File: src/rtl/rd53_afe_pkg.sv
// rd53_afe_pkg: channel/injection state types and ToT saturation helper
package rd53_afe_pkg;
  typedef enum logic [1:0] {CH_IDLE, CH_COUNT, CH_HOLD} chan_state_t;
  typedef enum logic [1:0] {INJ_IDLE, INJ_S0, INJ_S1} inj_state_t;
  function automatic int tot_max(input int w);
    return (1 << w) - 1;
  endfunction
endpackage

File: src/rtl/rd53_afe_tot_chan.sv
// rd53_afe_tot_chan: one front-end channel -- disc sync, ToT FSM and counter
module rd53_afe_tot_chan
  import rd53_afe_pkg::*;
#(
  parameter int TOT_W = 4
) (
  input  logic             clk,
  input  logic             rst_n,
  input  logic             disc_n,
  input  logic             en,
  input  logic             gnt,
  output logic             hold,
  output logic             lost,
  output logic [TOT_W-1:0] tot
);
  localparam logic [TOT_W-1:0] TMAX = TOT_W'(tot_max(TOT_W));
  logic s1, s2, act_d, act, rise;
  chan_state_t state;
  assign act = ~s2;
  assign rise = act & ~act_d;
  assign hold = state == CH_HOLD;
  assign lost = hold & rise;
  // two-flop synchronizer on the async discriminator, plus one cycle of history for edge detection
  always_ff @(posedge clk or negedge rst_n)
    if (!rst_n) {s1, s2, act_d} <= 3'b110;
    else {s1, s2, act_d} <= {disc_n, s1, act};
  // ToT FSM; tot keeps the latched value while the hit waits in HOLD
  always_ff @(posedge clk or negedge rst_n)
    if (!rst_n) begin
      state <= CH_IDLE;
      tot <= '0;
    end else begin
      case (state)
        CH_IDLE: if (en && rise) begin
          state <= CH_COUNT;
          tot <= TOT_W'(1);
        end
        CH_COUNT: if (!en) begin
          state <= CH_IDLE;
          tot <= '0;
        end else if (act) tot <= (tot == TMAX) ? tot : tot + TOT_W'(1);
        else state <= CH_HOLD;
        CH_HOLD: if (gnt) state <= CH_IDLE;
        default: state <= CH_IDLE;
      endcase
    end
endmodule

File: src/rtl/rd53_afe_tot_core.sv
// rd53_afe_tot_core: NCH ToT channels, lowest-index arbiter, output register, lost counter; AFE_INJ_EN adds the injection sequencer
module rd53_afe_tot_core
  import rd53_afe_pkg::*;
#(
  parameter int NCH   = 8,
  parameter int TOT_W = 4,
  parameter int INJ_W = 4
) (
  input  logic                   clk,
  input  logic                   rst_n,
  input  logic [NCH-1:0]         disc_n,
  input  logic [NCH-1:0]         en_mask,
  input  logic                   inj_trig,
  input  logic [INJ_W-1:0]       inj_width,
  output logic                   cal_s0,
  output logic                   cal_s1,
  output logic                   hit_valid,
  input  logic                   hit_ready,
  output logic [$clog2(NCH)-1:0] hit_ch,
  output logic [TOT_W-1:0]       hit_tot,
  output logic [7:0]             lost_cnt
);
  localparam int CW = $clog2(NCH);
  logic [NCH-1:0] hold, lost, gnt;
  logic [NCH-1:0][TOT_W-1:0] tot;
  logic [CW-1:0] sel;
  logic any, load;
  logic [8:0] lost_sum;
  for (genvar i = 0; i < NCH; i++) begin : g_ch
    rd53_afe_tot_chan #(.TOT_W(TOT_W)) u_chan (
      .clk(clk), .rst_n(rst_n), .disc_n(disc_n[i]), .en(en_mask[i]),
      .gnt(gnt[i]), .hold(hold[i]), .lost(lost[i]), .tot(tot[i])
    );
  end
  // lowest-index channel in HOLD wins
  always_comb begin
    sel = '0;
    any = 1'b0;
    for (int i = NCH - 1; i >= 0; i--) if (hold[i]) begin
      sel = CW'(i);
      any = 1'b1;
    end
  end
  assign load = ~hit_valid | hit_ready;
  assign gnt = (any && load) ? NCH'(1) << sel : '0;
  // several channels can drop a hit in the same cycle
  always_comb begin
    lost_sum = {1'b0, lost_cnt};
    for (int i = 0; i < NCH; i++) lost_sum = lost_sum + 9'(lost[i]);
  end
  // output register refills whenever it is empty or being consumed
  always_ff @(posedge clk or negedge rst_n)
    if (!rst_n) begin
      hit_valid <= 1'b0;
      hit_ch <= '0;
      hit_tot <= '0;
    end else if (load) begin
      hit_valid <= any;
      if (any) begin
        hit_ch <= sel;
        hit_tot <= tot[sel];
      end
    end
  // saturating count of hits dropped because the channel was still holding one
  always_ff @(posedge clk or negedge rst_n)
    if (!rst_n) lost_cnt <= '0;
    else lost_cnt <= lost_sum[8] ? 8'hff : lost_sum[7:0];
`ifdef AFE_INJ_EN
  inj_state_t inj_st;
  logic inj_d;
  logic [INJ_W-1:0] inj_cnt, inj_len;
  // two-phase calibration pulse: cal_s0 then cal_s1, each inj_len+1 cycles; retriggers while busy are ignored
  always_ff @(posedge clk or negedge rst_n)
    if (!rst_n) begin
      inj_st <= INJ_IDLE;
      inj_d <= 1'b0;
      inj_cnt <= '0;
      inj_len <= '0;
      cal_s0 <= 1'b0;
      cal_s1 <= 1'b0;
    end else begin
      inj_d <= inj_trig;
      case (inj_st)
        INJ_IDLE: if (inj_trig && !inj_d) begin
          inj_st <= INJ_S0;
          inj_len <= inj_width;
          inj_cnt <= '0;
          cal_s0 <= 1'b1;
        end
        INJ_S0: if (inj_cnt == inj_len) begin
          inj_st <= INJ_S1;
          inj_cnt <= '0;
          cal_s0 <= 1'b0;
          cal_s1 <= 1'b1;
        end else inj_cnt <= inj_cnt + INJ_W'(1);
        INJ_S1: if (inj_cnt == inj_len) begin
          inj_st <= INJ_IDLE;
          cal_s1 <= 1'b0;
        end else inj_cnt <= inj_cnt + INJ_W'(1);
        default: inj_st <= INJ_IDLE;
      endcase
    end
`else
  logic unused_inj;
  assign unused_inj = ^{inj_trig, inj_width};
  assign cal_s0 = 1'b0;
  assign cal_s1 = 1'b0;
`endif
endmodule

File: config.mk
export PLATFORM = sky130hd
export DESIGN_NAME = rd53_afe_tot_core
export DESIGN_NICKNAME = d
export VERILOG_FILES = /design/src/rtl/rd53_afe_pkg.sv /design/src/rtl/rd53_afe_tot_chan.sv /design/src/rtl/rd53_afe_tot_core.sv
export SDC_FILE = /design/constraint.sdc
export NUM_CORES = 1
export LEC_CHECK = 0
export BUFFER_PORTS_ARGS = -buffer_cell sky130_fd_sc_hd__buf_2
export CAP_MARGIN = 5
export CORE_MARGIN = 1.5
export CORE_UTILIZATION = 40
export CTS_CLUSTER_SIZE = 30
export DETAILED_ROUTE_END_ITERATION = 10
export PLACE_DENSITY_LB_ADDON = 0.12
export SETUP_SLACK_MARGIN = 0.2
export SYNTH_ARGS = -nofsm -noshare
export SYNTH_HDL_FRONTEND = slang
export SYNTH_SLANG_ARGS = --single-unit
File: constraint.sdc
create_clock -name clk -period 5.3 [get_ports clk]
set_input_delay 1.06 -clock clk [delete_from_list [all_inputs] [get_ports clk]]
set_output_delay 1.06 -clock clk [all_outputs]
set_load 0.1 [all_outputs]
==> out/qor.yml <==
synthArstFlopShare_pct: 100
hp-class: "reg2reg"
cts_tree: "done"
grt_pass1_vias: 3213
dieArea_mm2: 0.0118
combPwrFrac_pct: 39.8
drt_iter0_drc: 161
synthDistinctLibCells: 55
p_leak_nw: 2.26
netlist.area_leader.share_pct: 40.3
vdd_drop_max_v: 0.000265
max_cap_violations: 0
status: "completed"
r2r_start: "g_ch[0].u_chan.state[0]$_DFFE_PN0P_"
io_pins: 42
insertion_delay_ns: 0.37
grt_util_all_layers_pct: 17.9
end_kind: "flip-flop"
ys_warn_count: 0
met2_usage_pct: 27.6
worstPathArrival_ns: 4.68
p_switching_mw: 1.00
die_width_um: 109
n_antenna_cell: 0
synth_area_leaders: "dfrtp_1 (40%), dfstp_2 (9.4%), o21ai_0 (4.7%)"
netlist_area_mm2: 0.00447
powerDensity_mw_per_mm2: 445
slew_headroom_pct: 34.0
cts.clk_slew.worst_paths_ns: 0.09
rr_worst_depth: 13
top_usage_layer: "met2"
globalRouteMet3Util_pct: 5.44
synth-edff-count: 0
cts_buffers: 9
synthFlopType: "dfrtp_1"
grt_max_degree: 46
p_int_mw: 1.21
final_cell_area_mm2: 0.00498
ys_seq_area_share_pct: 49.7
finalCriticalPeriod_ns: 4.43
fin_setup_tns_ns: 0
drv_slew: 0
io_buffers: 34
clockBufferDepth: 2
post_dp_cell_area_mm2: 0.00479
skew_ns: 0.0114
core_area_mm2: 0.0108
min_to: "g_ch[5].u_chan.s2$_DFF_PN1_"
hold_viol_final: 0
worst-path-max-fanout: 9
period_share_pct: 83.7
drcViolationCount: 0
grt_overflow_total: 0
viasPerCell: 5.33
avgRoutedWirePerCell_um: 15.2
hold_start: "g_ch[5].u_chan.s1$_DFF_PN1_"
syn_inst: 439
whs_path_depth: 0
nets: 522
grt_pass1_wl_um: 16100
hpwlAfterDp_um: 7020
power_frac_seq_pct: 39.8
routabilityCongestion: 0.823
rr_endpoint: "lost_cnt[3]$_DFF_PN0_"
h-tree-depth: 3
n_fill_cell: 1058
p_clk_share_pct: 20.4
worst_slew_pin_slew_ns: 0.988
clock-sinks: 88
cp_data_required_time_ns: 5.54
final-setup-viol-count: 0
area_delta_synth_final_pct: 11.4
post-cts-setup-buffers: 0
yosys-top-cells-count: "dfrtp_1 (72), o21ai_0 (42), inv_1 (35), nand2_1 (35), nor2_1 (31)"
root_buffer: "clkbuf_8"
grt_setup_unrepaired: "false"
start_kind: "flip-flop"
cts_resized: 0
synth-seq-cells: 88
drive_gt1_share_pct: 18.6
yosysTopAreaCell: "dfrtp_1"
start_util_pct: 41.2
hold-worst-slack_ns: 0.348
synth_most_common_cell: "dfrtp_1"
dr.pass1.iters: 4
die_h_um: 109
rrSetupSlack_ns: 0.87
holdBufCountCts: 0
num_vias: 3323
use_met1_pct: 24.3
num_rows: 38
syn_area_per_cell_um2: 10.2
switching_share_pct: 45.3
place_ws_ns: 0.811
max_freq_mhz: 226
setup_ws_ns: 0.866
drt-total-wl_um: 9500
antenna_found_initial: 0
ant_nets: 0
crit_type: "reg2reg"
[power groups by stage]
| stage | combinational, mW | sequential [mW] | clock [mW] |
|---|---|---|---|
| 3_3_place_gp | 0.876 | 0.890 | 0 |
| 3_5_place_dp | 0.889 | 0.891 | 0 |
| 4_1_cts | 0.890 | 0.880 | 0.476 |
| 5_1_grt | 0.953 | 0.896 | 0.504 |
| 6_report | 0.881 | 0.880 | 0.452 |
| 2_1_floorplan | 0.379 | 1.21 | 0 |
[cells by family (layout without fill, tap and decap cells)]
group / Yosys count / after routing / share of synthesized area (%)
adders and majority gates: 19 / 19 / 6.16
other: 1 / 2 / 0.0840
xor gates and xnor gates: 12 / 12 / 2.35
DFF: 88 / 88 / 49.7
AOI/OAI and AO/OA: 118 / 118 / 17.1
buffers and inverters: 43 / 87 / 4.01
and+or+nand+nor: 137 / 137 / 15.5
muxes: 21 / 21 / 5.04
[critical path, stage by stage (launching register included)]
cell       delay [ns]
dfrtp_1          0.46
nand2b_1         0.19
nor3_1           0.32
fa_1             0.49
inv_1            0.10
fa_1             0.40
inv_1            0.10
fa_1             0.41
fa_1             0.48
fa_1             0.43
a21o_1           0.20
a21oi_1          0.30
nand4bb_1        0.29
o21ai_0          0.13
[layer usage]
metal  wire length (µm)  part of all wire (%)  up-vias
met2               4400                    46       43
met4                121                   1.3        0
li1                   -                     -     1645
met1               4630                    49     1623
met3                353                   3.7       12
met5                  0                     0        -
[sequential cells by signal, indices dropped and copies added (netlist names)]
signal	cells
hit_valid	1
g_ch.u_chan.s1	8
hit_tot	4
g_ch.u_chan.tot	32
g_ch.u_chan.state	16
lost_cnt	8
hit_ch	3
g_ch.u_chan.act_d	8
g_ch.u_chan.s2	8
[metrics by stage]
step	cells	util [%]	power, mW
final	624	45.9	2.21
after global routing	624	45.9	2.35
after CTS	624	45.9	2.25
after detailed placement	608	44.1	1.78
after global placement	608	44.1	1.77
after floorplan	440	-	1.59
[how the worst max path moves through the flow]
stage                                                    from                    end  slack, ns
after floorplan           g_ch[0].u_chan.state[0]$_DFFE_PN0P_  lost_cnt[3]$_DFF_PN0_       0.93
after global placement    g_ch[0].u_chan.state[0]$_DFFE_PN0P_  lost_cnt[3]$_DFF_PN0_       0.90
after detailed placement  g_ch[0].u_chan.state[0]$_DFFE_PN0P_  lost_cnt[3]$_DFF_PN0_       0.81
after CTS                 g_ch[0].u_chan.state[0]$_DFFE_PN0P_  lost_cnt[3]$_DFF_PN0_       0.80
after global routing      g_ch[0].u_chan.state[0]$_DFFE_PN0P_  lost_cnt[3]$_DFF_PN0_       0.55
final                     g_ch[0].u_chan.state[0]$_DFFE_PN0P_  lost_cnt[3]$_DFF_PN0_       0.87
[cell type report]
cell class                      count  area, µm²  area share, %
Inverter                           35        131           2.64
Tap cell                          140        175           3.52
Multi-Input combinational cell    309       2070           41.6
Timing Repair Buffer               36        188           3.77
Clock inverter                      5       38.8          0.779
Clock buffer                       11        151           3.04
Sequential cell                    88       2220           44.7
[cell usage in the layout, fill, tap and decap left out, types with 2 or more instances in the layout]
master	count
a21oi_1	28
or3_1	5
nand2_1	35
a21o_1	6
a221oi_1	2
nor2b_1	5
inv_6	2
and3_1	2
mux2i_1	9
a2111oi_0	7
or4_1	6
buf_4	3
buf_2	33
and2b_4	2
ha_1	14
inv_1	35
o21ai_0	42
a311o_1	2
nand2b_1	9
xor2_1	11
nor2_1	31
dfstp_2	16
dfrtp_1	72
a31oi_1	6
nand4_1	8
a211o_1	3
nor3_1	11
clkbuf_8	11
o22ai_1	2
mux2_2	12
conb_1	2
fa_1	5
o211ai_1	4
nand3_1	16
a22o_1	4
No activity file was read; power rests on OpenSTA's default activity.
